`src/rtl/pin_pattern_drv.sv`:
```
// Multi-channel registered pin driver: per-channel HOLD / TOGGLE / SHIFT (MSB first) / HIZ.
// Latency: an accepted command is visible on pin_out/pin_oe right after the accepting edge.
// Backpressure: cmd_ready drops only while the addressed channel still has bits left to shift.
module pin_pattern_drv #(
    parameter int CHANNELS = 2,
    parameter int WIDTH    = 16
) (
    input  logic                                                clk,
    input  logic                                                rst,
    input  logic                                                cmd_valid,
    output logic                                                cmd_ready,
    input  logic [((CHANNELS > 1) ? $clog2(CHANNELS) : 1)-1:0] cmd_chan,
    input  logic [1:0]                                          cmd_mode,
    input  logic [WIDTH-1:0]                                    cmd_data,
    output logic [CHANNELS-1:0]                                 pin_out,
    output logic [CHANNELS-1:0]                                 pin_oe,
    output logic [CHANNELS-1:0]                                 busy,
    output logic [CHANNELS-1:0]                                 done
);

    localparam int CW = (CHANNELS > 1) ? $clog2(CHANNELS) : 1;
    localparam int NW = $clog2(WIDTH);

    typedef enum logic [1:0] {
        M_HOLD   = 2'd0,
        M_TOGGLE = 2'd1,
        M_SHIFT  = 2'd2,
        M_HIZ    = 2'd3
    } mode_t;

    mode_t               mode_q  [CHANNELS];
    mode_t               mode_d  [CHANNELS];
    logic [WIDTH-1:0]    shreg_q [CHANNELS];
    logic [WIDTH-1:0]    shreg_d [CHANNELS];
    logic [NW-1:0]       cnt_q   [CHANNELS];
    logic [NW-1:0]       cnt_d   [CHANNELS];
    logic [CHANNELS-1:0] pin_q, pin_d;
    logic [CHANNELS-1:0] oe_q, oe_d;
    logic [CHANNELS-1:0] busy_q, busy_d;
    logic [CHANNELS-1:0] done_q, done_d;
    logic [CHANNELS-1:0] hit;
    logic [CHANNELS-1:0] accept;

    // Out-of-range channels match no slot, so ready stays 1 and the command is dropped.
    always_comb begin
        cmd_ready = 1'b1;
        hit       = '0;
        for (int c = 0; c < CHANNELS; c++) begin
            if (cmd_chan == CW'(c)) begin
                hit[c]    = 1'b1;
                cmd_ready = !busy_q[c] || (cnt_q[c] == '0);
            end
        end
    end

    assign accept = hit & {CHANNELS{cmd_valid && cmd_ready}};

    always_comb begin
        pin_d  = pin_q;
        oe_d   = oe_q;
        busy_d = busy_q;
        done_d = '0;
        for (int c = 0; c < CHANNELS; c++) begin
            mode_d[c]  = mode_q[c];
            shreg_d[c] = shreg_q[c];
            cnt_d[c]   = cnt_q[c];
            if (accept[c]) begin
                // The word finishing on this edge still reports completion.
                done_d[c] = (mode_q[c] == M_SHIFT) && busy_q[c] && (cnt_q[c] == '0);
                mode_d[c] = mode_t'(cmd_mode);
                busy_d[c] = 1'b0;
                cnt_d[c]  = '0;
                case (mode_t'(cmd_mode))
                    M_HOLD, M_TOGGLE: begin
                        pin_d[c] = cmd_data[0];
                        oe_d[c]  = 1'b1;
                    end
                    M_SHIFT: begin
                        pin_d[c]   = cmd_data[WIDTH-1];
                        oe_d[c]    = 1'b1;
                        shreg_d[c] = cmd_data;
                        cnt_d[c]   = NW'(WIDTH - 1);
                        busy_d[c]  = 1'b1;
                    end
                    default: begin
                        pin_d[c] = 1'b0;
                        oe_d[c]  = 1'b0;
                    end
                endcase
            end else begin
                case (mode_q[c])
                    M_TOGGLE: pin_d[c] = ~pin_q[c];
                    M_SHIFT: begin
                        if (busy_q[c]) begin
                            if (cnt_q[c] != '0) begin
                                shreg_d[c] = shreg_q[c] << 1;
                                pin_d[c]   = shreg_q[c][WIDTH-2];
                                cnt_d[c]   = cnt_q[c] - NW'(1);
                            end else begin
                                // Last bit already on the pin; it stays there under HOLD.
                                done_d[c] = 1'b1;
                                busy_d[c] = 1'b0;
                                mode_d[c] = M_HOLD;
                            end
                        end
                    end
                    default: ;
                endcase
            end
        end
    end

    always_ff @(posedge clk or posedge rst) begin
        if (rst) begin
            pin_q  <= '0;
            oe_q   <= '0;
            busy_q <= '0;
            done_q <= '0;
            for (int c = 0; c < CHANNELS; c++) begin
                mode_q[c]  <= M_HIZ;
                shreg_q[c] <= '0;
                cnt_q[c]   <= '0;
            end
        end else begin
            pin_q  <= pin_d;
            oe_q   <= oe_d;
            busy_q <= busy_d;
            done_q <= done_d;
            for (int c = 0; c < CHANNELS; c++) begin
                mode_q[c]  <= mode_d[c];
                shreg_q[c] <= shreg_d[c];
                cnt_q[c]   <= cnt_d[c];
            end
        end
    end

    assign pin_out = pin_q;
    assign pin_oe  = oe_q;
    assign busy    = busy_q;
    assign done    = done_q;

endmodule
```
`config.mk`:
```
export PLATFORM = sky130hd
export DESIGN_NAME = pin_pattern_drv
export DESIGN_NICKNAME = d
export VERILOG_FILES = /design/src/rtl/pin_pattern_drv.sv
export SDC_FILE = /design/constraint.sdc
export NUM_CORES = 1
export LEC_CHECK = 0
export ABC_AREA = 1
export CAP_MARGIN = 20
export CORE_MARGIN = 2
export CORE_UTILIZATION = 35
export CTS_CLUSTER_SIZE = 8
export DETAILED_ROUTE_END_ITERATION = 6
export PLACE_DENSITY = 0.65
export SLEW_MARGIN = 20
export SYNTH_ARGS = -nofsm -noshare
export SYNTH_HDL_FRONTEND = slang
export SYNTH_SLANG_ARGS = --single-unit
```
`constraint.sdc`:
```
create_clock -name clk -period 1.95 [get_ports clk]
set_clock_uncertainty 0.05 [all_clocks]
set_input_delay 0.585 -clock clk [delete_from_list [all_inputs] [get_ports clk]]
set_output_delay 0.585 -clock clk [all_outputs]
set_load 0.05 [all_outputs]
```
==> run metrics, run 1 <==
routed wire length 6.44 mm; number of global-route vias before repair 2395; Main synth FF type dfrtp_1; pwr dens 1490 mW/mm^2; count of cell types in the netlist 23; initial antenna violation count 0; Peak VDD IR 0.000538 V; ordered list of cells on the worst path inv_2 -> ha_4 -> nand2_4 -> nand2_4 -> nand2_4 -> nand2_4 -> buf_12; cells after synthesis 386; total die area 0.00869 sq mm; R2R cell count 12; failing checks negative setup slack; most common cell in the netlist nand2_1; period utilization 101%; PortBufs 30; Hold Path Cell Cnt 2; WP data required 1.31 ns; crit end category primary output; die height 93.2 microns; placed cell area 0.00334 sq mm; DR WL/cell 11.9 microns; Seq/Total Area, Yosys 45.1%; DR DRC count 0; crit path kind reg2out; antenna cells 0; Async SR Flop Fraction 100%; fin. max-slew vios 0; Die Wd 93.2 microns; row count 32; GRT Residual Overflow 0; ANT nets after route 0; placed cells 521; Tightest Pin Transition 0.364 ns; final setup fails 1; # H-tree levels 2; CP most frequent cell nand2_4; # fillers 754; hpwl dp 4.40 mm; Initial DRC Count 102; P&R area growth vs syn 28.5%; outcome complete, but fails checks; post-route minimum period 1.97 ns; Starting Density 36.0%; slowest CP cell dfrtp_1; CP Depth 7; LEAKAGE 1.91 nW; layout cells sized above 1 17.8%; Core Area 0.00773 sq mm; CP Launch Type register; IO Pins 31; CP top delay family flip-flops; RSZ-0062 raised after global routing true; area share of the largest cell type after synthesis 41.3%; Yosys warnings 0; synthesized cell area 0.00279 sq mm; Hold Path Class reg2reg; Post-synth top cells nand2_1, dfrtp_1, nand4_1; CTS Buffer Depth 2; Clk Latency, worst-skew pair 0.30 ns; Max Freq 0.508 GHz; post-route cell area 0.00358 sq mm; clk slew on worst S/H paths 0.09 ns; cts bufs inserted 5; CP Data Arrival Time 1.33 ns; post-synthesis register bit count 50; max-cap violations 0; Final Wtd Congestion 0.834; Final Hold Viols 0; CP max stage delay 0.40 ns; GRT Util Overall 15.8%; CP Buf/Inv Count 2; DRT Pass-1 Iters 4; DR vias 2538; CP max FO 2; DR vias/cell 4.71; Slew HR 75.6%; Post-synth EDFFs 0; Sink Count 50; clk root buf clkbuf_8; top cells by area, synth dfrtp_1, nand2_1, nand4_1; Finished Layout Cells 539; CTS tree yes; largest net degree at the start of global routing 51; Final WS setup -0.0177 ns; Mean Syn Cell Area 7.22 sq um; nets 460; Post-Syn Nets 410; area leader, netlist dfrtp_1; first-pass GRT wire length 11.0 mm
[sequential cells by signal, indices dropped and copies added (netlist names)]
signal	flops
done	2
pin_out	2
cnt_q	8
pin_oe	2
shreg_q	30
busy	2
mode_q	4
[what timing repair did]
action,4_1_cts,5_1_grt
resized for setup,15,3
setup endpoints to repair,1,2
setup buffers,8,2
pin swaps,5,2
endpoints found under the hold margin,0,0
hold buffers,0,0
[power by group]
part / total (mW) / switching, mW / internal [mW]
Clock: 0.705 / 0.346 / 0.359
Combinational: 2.89 / 1.68 / 1.21
Sequential: 1.74 / 0.271 / 1.46
Total: 5.33 / 2.30 / 3.04
[per-stage QoR]
step	hold slack (ns)	util [%]	power [mW]	TNS, ns	setup WS [ns]
global route	0.453	46.3	5.82	-0.0773	-0.0773
finish	0.435	46.3	5.33	-0.0177	-0.0177
global placement	0.413	43.2	4.27	-5.37	-0.206
floorplan	0.399	-	3.56	0	0.00202
detailed placement	0.415	43.2	4.35	-7.30	-0.220
CTS	0.440	46.0	5.30	-0.0202	-0.0202
[cell type report]
cell class	instances	area, sq um	area share (%)
Tap cell	102	128	3.57
Inverter	27	106	2.97
Sequential cell	50	1260	35.1
Clock buffer	8	110	3.08
Timing Repair Buffer	60	593	16.6
Multi-Input combinational cell	292	1390	38.7
[tightest hold or removal path, stage by stage (launching register included)]
cell and delay (ns):
dfrtp_1 0.35, nand2_1 0.05, nand2_1 0.06
[logic make-up after synthesis]
group,count (synthesis),share of synthesized area (%)
and+or+nand+nor,266,42.1
buffers and inverters,44,7.10
xor gates and xnor gates,2,0.629
DFF,50,45.1
AOI/OAI and AO/OA,22,4.13
adders and majority gates,2,0.898
[placed cells by master (no fill, tap or decap), drive strengths merged]
cell           netlist  layout
a21oi                2       2
buf                 13      39
clkbuf               4       8
clkdlybuf4s50        0      20
dfrtp               46      46
dfstp                4       4
dlygate4sd2          0       1
ha                   2       2
inv                 27      27
nand2              207     207
nand3               10      10
nand4               32      32
nor2                15      15
o21ai               16      16
o22ai                4       4
or2                  2       2
xnor2                2       2
[worst paths after layout]
| kind | startpoint | to | slack (ns) |
|---|---|---|---|
| max | cnt_q[0] | cmd_ready | -0.02 |
| min | shreg_q[8] | shreg_q[8] | 0.44 |
| max reg2reg | cnt_q[0] | cnt_q[1] | 0.16 |
| min reg2reg | shreg_q[8] | shreg_q[8] | 0.44 |
| max in group asynchronous | rst | mode_q[3] | 0.99 |
| min in group asynchronous | rst | pin_oe[1] | 0.59 |
[metal layers]
layer	share of wire, %	GRT usage [%]	vias to the layer above
li1	-	-	1327
met1	49	22.1	1148
met2	45	24.8	55
met3	5.1	3.46	8
met4	1.1	4.29	0
met5	0	0	-
Note: power is estimated with default switching activity, not from simulation.
==> run 2: changes to the inputs <==
- CORE_MARGIN: 2 -> 10
==> run 2 against run 1 <==
Net effect: the flow still finishes with violations (negative setup slack); first-iteration DRC count increased by 27%; clock-buffer cell count unchanged; via count decreased by 0.99%; global-route usage decreased by 4.5 points; critical path depth unchanged; critical path type unchanged; largest cell class unchanged; largest power group unchanged.
==> run metrics, run 2 (synthesis results as in run 1) <==
Worst R2R Start cnt_q[0] (unchanged); pwr dens 1450 mW/mm^2 (was 1490 mW/mm^2); row count 32 (unchanged); max-cap violations 0 (unchanged); clk slew on worst S/H paths 0.09 ns (about the same); biggest regs shreg_q x30, cnt_q x8, mode_q x4 (unchanged); post-route minimum period 1.97 ns (about the same); DR DRC count 0 (unchanged); Initial DRC Count 130 (was 102); hpwl dp 4.71 mm (was 4.40 mm); Final WS setup -0.0185 ns (was -0.0177 ns); Clk Latency, worst-skew pair 0.30 ns (about the same); r2r endpoint shreg_q[10] (was cnt_q[1]); Tightest Pin Transition 0.336 ns (was 0.364 ns); # hold bufs at CTS 0 (unchanged); DR vias/cell 4.70 (was 4.71); Sink Count 50 (unchanged); Hold Path Cell Cnt 2 (unchanged); Final Wtd Congestion 0.886 (was 0.834); most common cell after layout, fill and taps aside nand2_1 (unchanged); DR vias 2513 (was 2538); Finished Layout Cells 535 (was 539); CP max stage delay 0.39 ns (was 0.40 ns); DRT Pass-1 Iters 4 (unchanged); number of global-route vias before repair 2420 (was 2395); HP Start shreg_q[6] (was shreg_q[8]); FF-to-FF setup slack 0.24 ns (was 0.16 ns); outcome complete, but fails checks (unchanged); P&R area growth vs syn 25.4% (was 28.5%); nets 456 (was 460); CP max FO 3 (was 2); Max Freq 0.508 GHz (about the same); CP Launch Type register (unchanged); Peak VDD IR 0.000464 V (was 0.000538 V); period utilization 101% (about the same); cts bufs inserted 5 (unchanged); CP Data Arrival Time 1.33 ns (about the same); initial antenna violation count 0 (unchanged); CP Buf/Inv Count 2 (unchanged); LEAKAGE 1.86 nW (was 1.91 nW); max reg flops 30 (unchanged); clk root buf clkbuf_8 (unchanged); WP data required 1.31 ns (about the same); total power draw 5.07 mW (was 5.33 mW); CP top delay family flip-flops (unchanged); antenna cells 0 (unchanged); crit end category primary output (unchanged); CTS tree yes (unchanged); Slew HR 77.5% (was 75.6%); slowest CP cell dfrtp_1 (unchanged); final setup fails 1 (unchanged); R2R cell count 11 (was 12); largest net degree at the start of global routing 51 (unchanged); Largest Register shreg_q (unchanged); ANT nets after route 0 (unchanged); crit path kind reg2out (unchanged); ordered list of cells on the worst path inv_2 -> ha_4 -> nand2_4 -> nand2_4 -> nand2_2 -> nand2_2 -> buf_12 (was inv_2 -> ha_4 -> nand2_4 -> nand2_4 -> nand2_4 -> nand2_4 -> buf_12); die height 109 microns (was 93.2 microns); placed cells 523 (was 521); Hold Path Class reg2reg (unchanged); Die Wd 109 microns (was 93.2 microns); CTS Buffer Depth 2 (unchanged); GRT Util Overall 11.3% (was 15.8%); DR WL/cell 12.2 microns (was 11.9 microns); fin. max-slew vios 0 (unchanged); failing checks negative setup slack (unchanged); total die area 0.0119 sq mm (was 0.00869 sq mm); # H-tree levels 2 (unchanged); Hold EP shreg_q[6] (was shreg_q[8]); most frequent cells in the layout nand2_1, dfrtp_1, nand4_1 (unchanged); routed wire length 6.51 mm (was 6.44 mm); RSZ-0062 raised after global routing true (unchanged); Final Hold Viols 0 (unchanged); layout cells sized above 1 16.4% (was 17.8%); Core Area 0.00773 sq mm (unchanged); GRT Residual Overflow 0 (unchanged); IO Pins 31 (unchanged); first-pass GRT wire length 11.0 mm (about the same); PortBufs 30 (unchanged); Starting Density 36.0% (unchanged)
[run 2: how the worst max path moves through the flow]
stage                   from   endpoint  slack (ns)  cells past startpoint
floorplan           cmd_chan  cmd_ready       0.002                      4
global placement    cmd_chan  cmd_ready       -0.19                      5
detailed placement  cmd_chan  cmd_ready       -0.18                      5
CTS                 cnt_q[4]  cmd_ready       -0.03                      7
global route        cnt_q[4]  cmd_ready       -0.09                      7
finish              cnt_q[4]  cmd_ready       -0.02                      7
[run 2: cell type report]
type | count | area, sq um
timing repair buffer | 56 | 547
clock buffer | 8 | 80.1
multi-input combinational | 292 | 1380
inverter | 27 | 106
fill | 787 | 4230
sequential | 50 | 1260
tap | 102 | 128
[run 2: per-stage QoR]
step	util (%)	worst slack [ns]	TNS [ns]	hold slack, ns	instance area [sq um]
after floorplan	-	0.00202	0	0.399	2790
after global placement	43.2	-0.186	-3.99	0.412	3340
after detailed placement	43.2	-0.183	-5.27	0.416	3340
after CTS	45.2	-0.0255	-0.0255	0.437	3490
after global routing	45.2	-0.0905	-0.0905	0.462	3490
final	45.2	-0.0185	-0.0185	0.436	3490
[run 2: report_power, final]
part,internal (mW),switching (mW)
registers,1.47,0.277
logic,1.12,1.63
clock network,0.256,0.329
total,2.84,2.23
[run 2: worst min-delay path: stages, from the launching register on]
cell	delay, ns
dfrtp_1	0.35
nand2_1	0.05
nand2_1	0.06
[run 2: what timing repair did]
action	CTS	global route
gates cloned	0	0
gates resized for setup	15	0
buffers inserted	4	0
pin swaps	5	0
setup endpoints to repair	1	1
[run 2: metal layers]
layer / routed length [microns] / up-vias / GRT usage [%] / share of wire (%)
met4: 85 / 0 / 4.09 / 1.3
met5: 0 / - / 0 / 0
met3: 455 / 12 / 3.78 / 7.0
met1: 3250 / 1119 / 14.6 / 50
met2: 2720 / 65 / 17.1 / 42
li1: - / 1317 / - / -
==> patch, RTL diff (config.mk and constraints of run 1) <==
Reset style: synchronous (`rst`), changed in one clocked block.
--- a/src/rtl/pin_pattern_drv.sv
+++ b/src/rtl/pin_pattern_drv.sv
@@ -111,5 +111,5 @@
     end
 
-    always_ff @(posedge clk or posedge rst) begin
+    always_ff @(posedge clk) begin
         if (rst) begin
             pin_q  <= '0;
Check against the original RTL: differs if rst is asserted again (counterexample within 4 cycles, from zero or initial values and one cycle with rst high); with rst held inactive, the same outputs for 4 cycles.
==> patch against run 1 <==
  * Setup slack better by 0.041 ns
  * Final area down 0.21%
  * Synthesized area up 3.0%
  * Sequential cell count unchanged
  * Wire length up 7.1%
  * Sequential share of layout area down 6.9 points
  * Critical endpoint unchanged
Power is not compared: it rests on default switching activity, and its combinational part moved more than twofold at a synthesized area within 25%.
==> patch: results (changes against run 1) <==
* Dpl cells at 574 (+10%)
* Critical Path AT at 1.29 ns (-0.04 ns)
* Max VDD drop at 0.317 mV
* Number of port buffers at 30 (unchanged)
* CTS HTree Levels at 2 (unchanged)
* Total global-route track usage at 0.160 (+0.00199)
* Post-synth net total at 463 (+13%)
* Sequential share of the synthesized area at 0.349 (-0.102)
* Cell variety after synth at 30 (+30%)
* Bufs on Longest Clock Path at 2 (unchanged)
* First-pass GRT wire length at 11700 um (+6.3%)
* Status: complete, no violations
* Detailed Place HPWL at 4880 um (+11%)
* # nets final at 505 (+9.8%)
* Synthesized area per cell at 6.53 um^2 (-9.5%)
* CTS Buf Count at 5 (unchanged)
* Leak Pwr at ~1.8 nW
* Compound-Gate Fraction of Synth Area at 0.0423 (+0.000991)
* Hold WC Path Type: reg2reg
* Fin cells at 587 (+8.9%)
* Routed len/inst at 11.7 um (-1.7%)
* Adder-Cell Fraction of Synth Area at 0.00873 (-0.000259)
* Initial antenna violation count at 0 (unchanged)
* Dpl cell area at 0.00341 mm^2 (+2.1%)
* Vias in the first global route at 2573 (+7.4%)
* # diodes at 0 (unchanged)
* Layout cells sized above 1 at 0.164 (-0.0146)
* Post-synth ARST share at 0 (-1.00)
* Mux cell area share after synthesis at 0 (unchanged)
* DR pass1 iterations at 4 (unchanged)
* Fillers at 881 (+17%)
* Xor and xnor area share after synthesis at 0.00916 (+0.00287)
* Worst-skew pair later-pin latency at 0.30 ns (about the same)
* GPL Wtd Cong at 0.793 (-5.0%)
* Pin count of the biggest net entering global routing at 31 (-39%)
* Max Fanout on Critical Path at 4 (+2)
* Worst slack, placed at -0.189 ns (+0.0301 ns)
* Commonest cells post-synth: 147 x nand2_1, 76 x nor2_1, 50 x dfxtp_1
* Synth warn at 0 (unchanged)
* Largest regs: shreg_q (30), cnt_q (8), mode_q (4)
* First DRT Iteration DRCs at 134 (+31%)
* Area of the multi-input gates at 0.00159 mm^2 (+15%)
* Vias/cell at 4.70 (-0.25%)
* Worst Tran Pin Value at 0.372 ns (+0.00757 ns)
* Cts hold-fix bufs at 0 (unchanged)
* Synth area leaders: dfxtp_1 35%, nand2_1 19%, nor2_1 9.9%
* Worst-path clk slew at 0.10 ns
* CTS root buf: clkbuf_8
patch: cell count changes after synthesis, sizes merged, moves of 3 or more:
cell	delta
nor2	+66
nand2	-56
dfxtp	+50
dfrtp	-46
nand3	+19
nand3b	+16
inv	+14
nand4	-13
a21oi	+7
buf	+6
o21ai	-6
dfstp	-4
o22ai	-4
o211ai	+3
patch: worst max-delay path, cell delays in order (launching register included):
cell and delay, ns:
dfxtp_2 0.36, inv_4 0.05, ha_4 0.16, nand2_4 0.08
nand2_4 0.07, nand2_2 0.08, nand2_2 0.07, buf_12 0.15
patch: area by class of cell:
| class | instances | share of cell area |
|---|---|---|
| Clock buffer | 6 | 0.0203 |
| Multi-Input combinational cell | 323 | 0.446 |
| Sequential cell | 50 | 0.282 |
| Clock inverter | 2 | 0.00385 |
| Tap cell | 105 | 0.0368 |
| Inverter | 42 | 0.0452 |
| Timing Repair Buffer | 59 | 0.166 |
patch: routing by layer:
metal,wire length (um),track usage
met1,3150,0.203
met2,3470,0.288
met3,223,0.0215
met4,52,0.0362
met5,0,0
patch: cell families after synthesis:
family | after synthesis
and+or+nand+nor | 296
buffers and inverters | 66
DFF | 50
AOI/OAI and AO/OA | 22
xor gates and xnor gates | 3
adders and majority gates | 2
patch: report_power, final:
group / internal, W / total [W] / switching [W]
Sequential: 0.00107 / 0.00110 / 0.0000314
Combinational: 0.000215 / 0.000489 / 0.000274
Clock: 0.000254 / 0.000612 / 0.000358
Total: 0.00154 / 0.00220 / 0.000664
patch: stage by stage:
| stage | power, W | TNS, ns | hold slack [ns] |
|---|---|---|---|
| final | 0.00220 | 0 | 0.405 |
| after CTS | 0.00223 | -0.000264 | 0.414 |
| after global placement | 0.00158 | -4.22 | 0.392 |
| after global routing | 0.00231 | -0.0446 | 0.436 |
| after floorplan | 0.00143 | 0 | 0.405 |
| after detailed placement | 0.00159 | -4.64 | 0.398 |
patch: what timing repair did:
| item | in CTS | in global routing |
|---|---|---|
| pin swaps | 5 | 2 |
| gates cloned | 0 | 0 |
| endpoints found under the hold margin | 0 | 0 |
| setup endpoints to repair | 1 | 1 |
| gates resized for setup | 15 | 2 |
| setup buffers | 4 | 1 |
patch: final timing paths:
path | slack, ns | depth (start not counted) | to | start
worst max-delay path | 0.02 | 7 | cmd_ready | cnt_q[0][0]
worst min-delay path | 0.40 | 2 | pin_oe[1] | pin_oe[1]
worst max register to register | 0.35 | 10 | shreg_q[0][20] | cnt_q[0][5]
worst min register to register | 0.40 | 2 | pin_oe[1] | pin_oe[1]
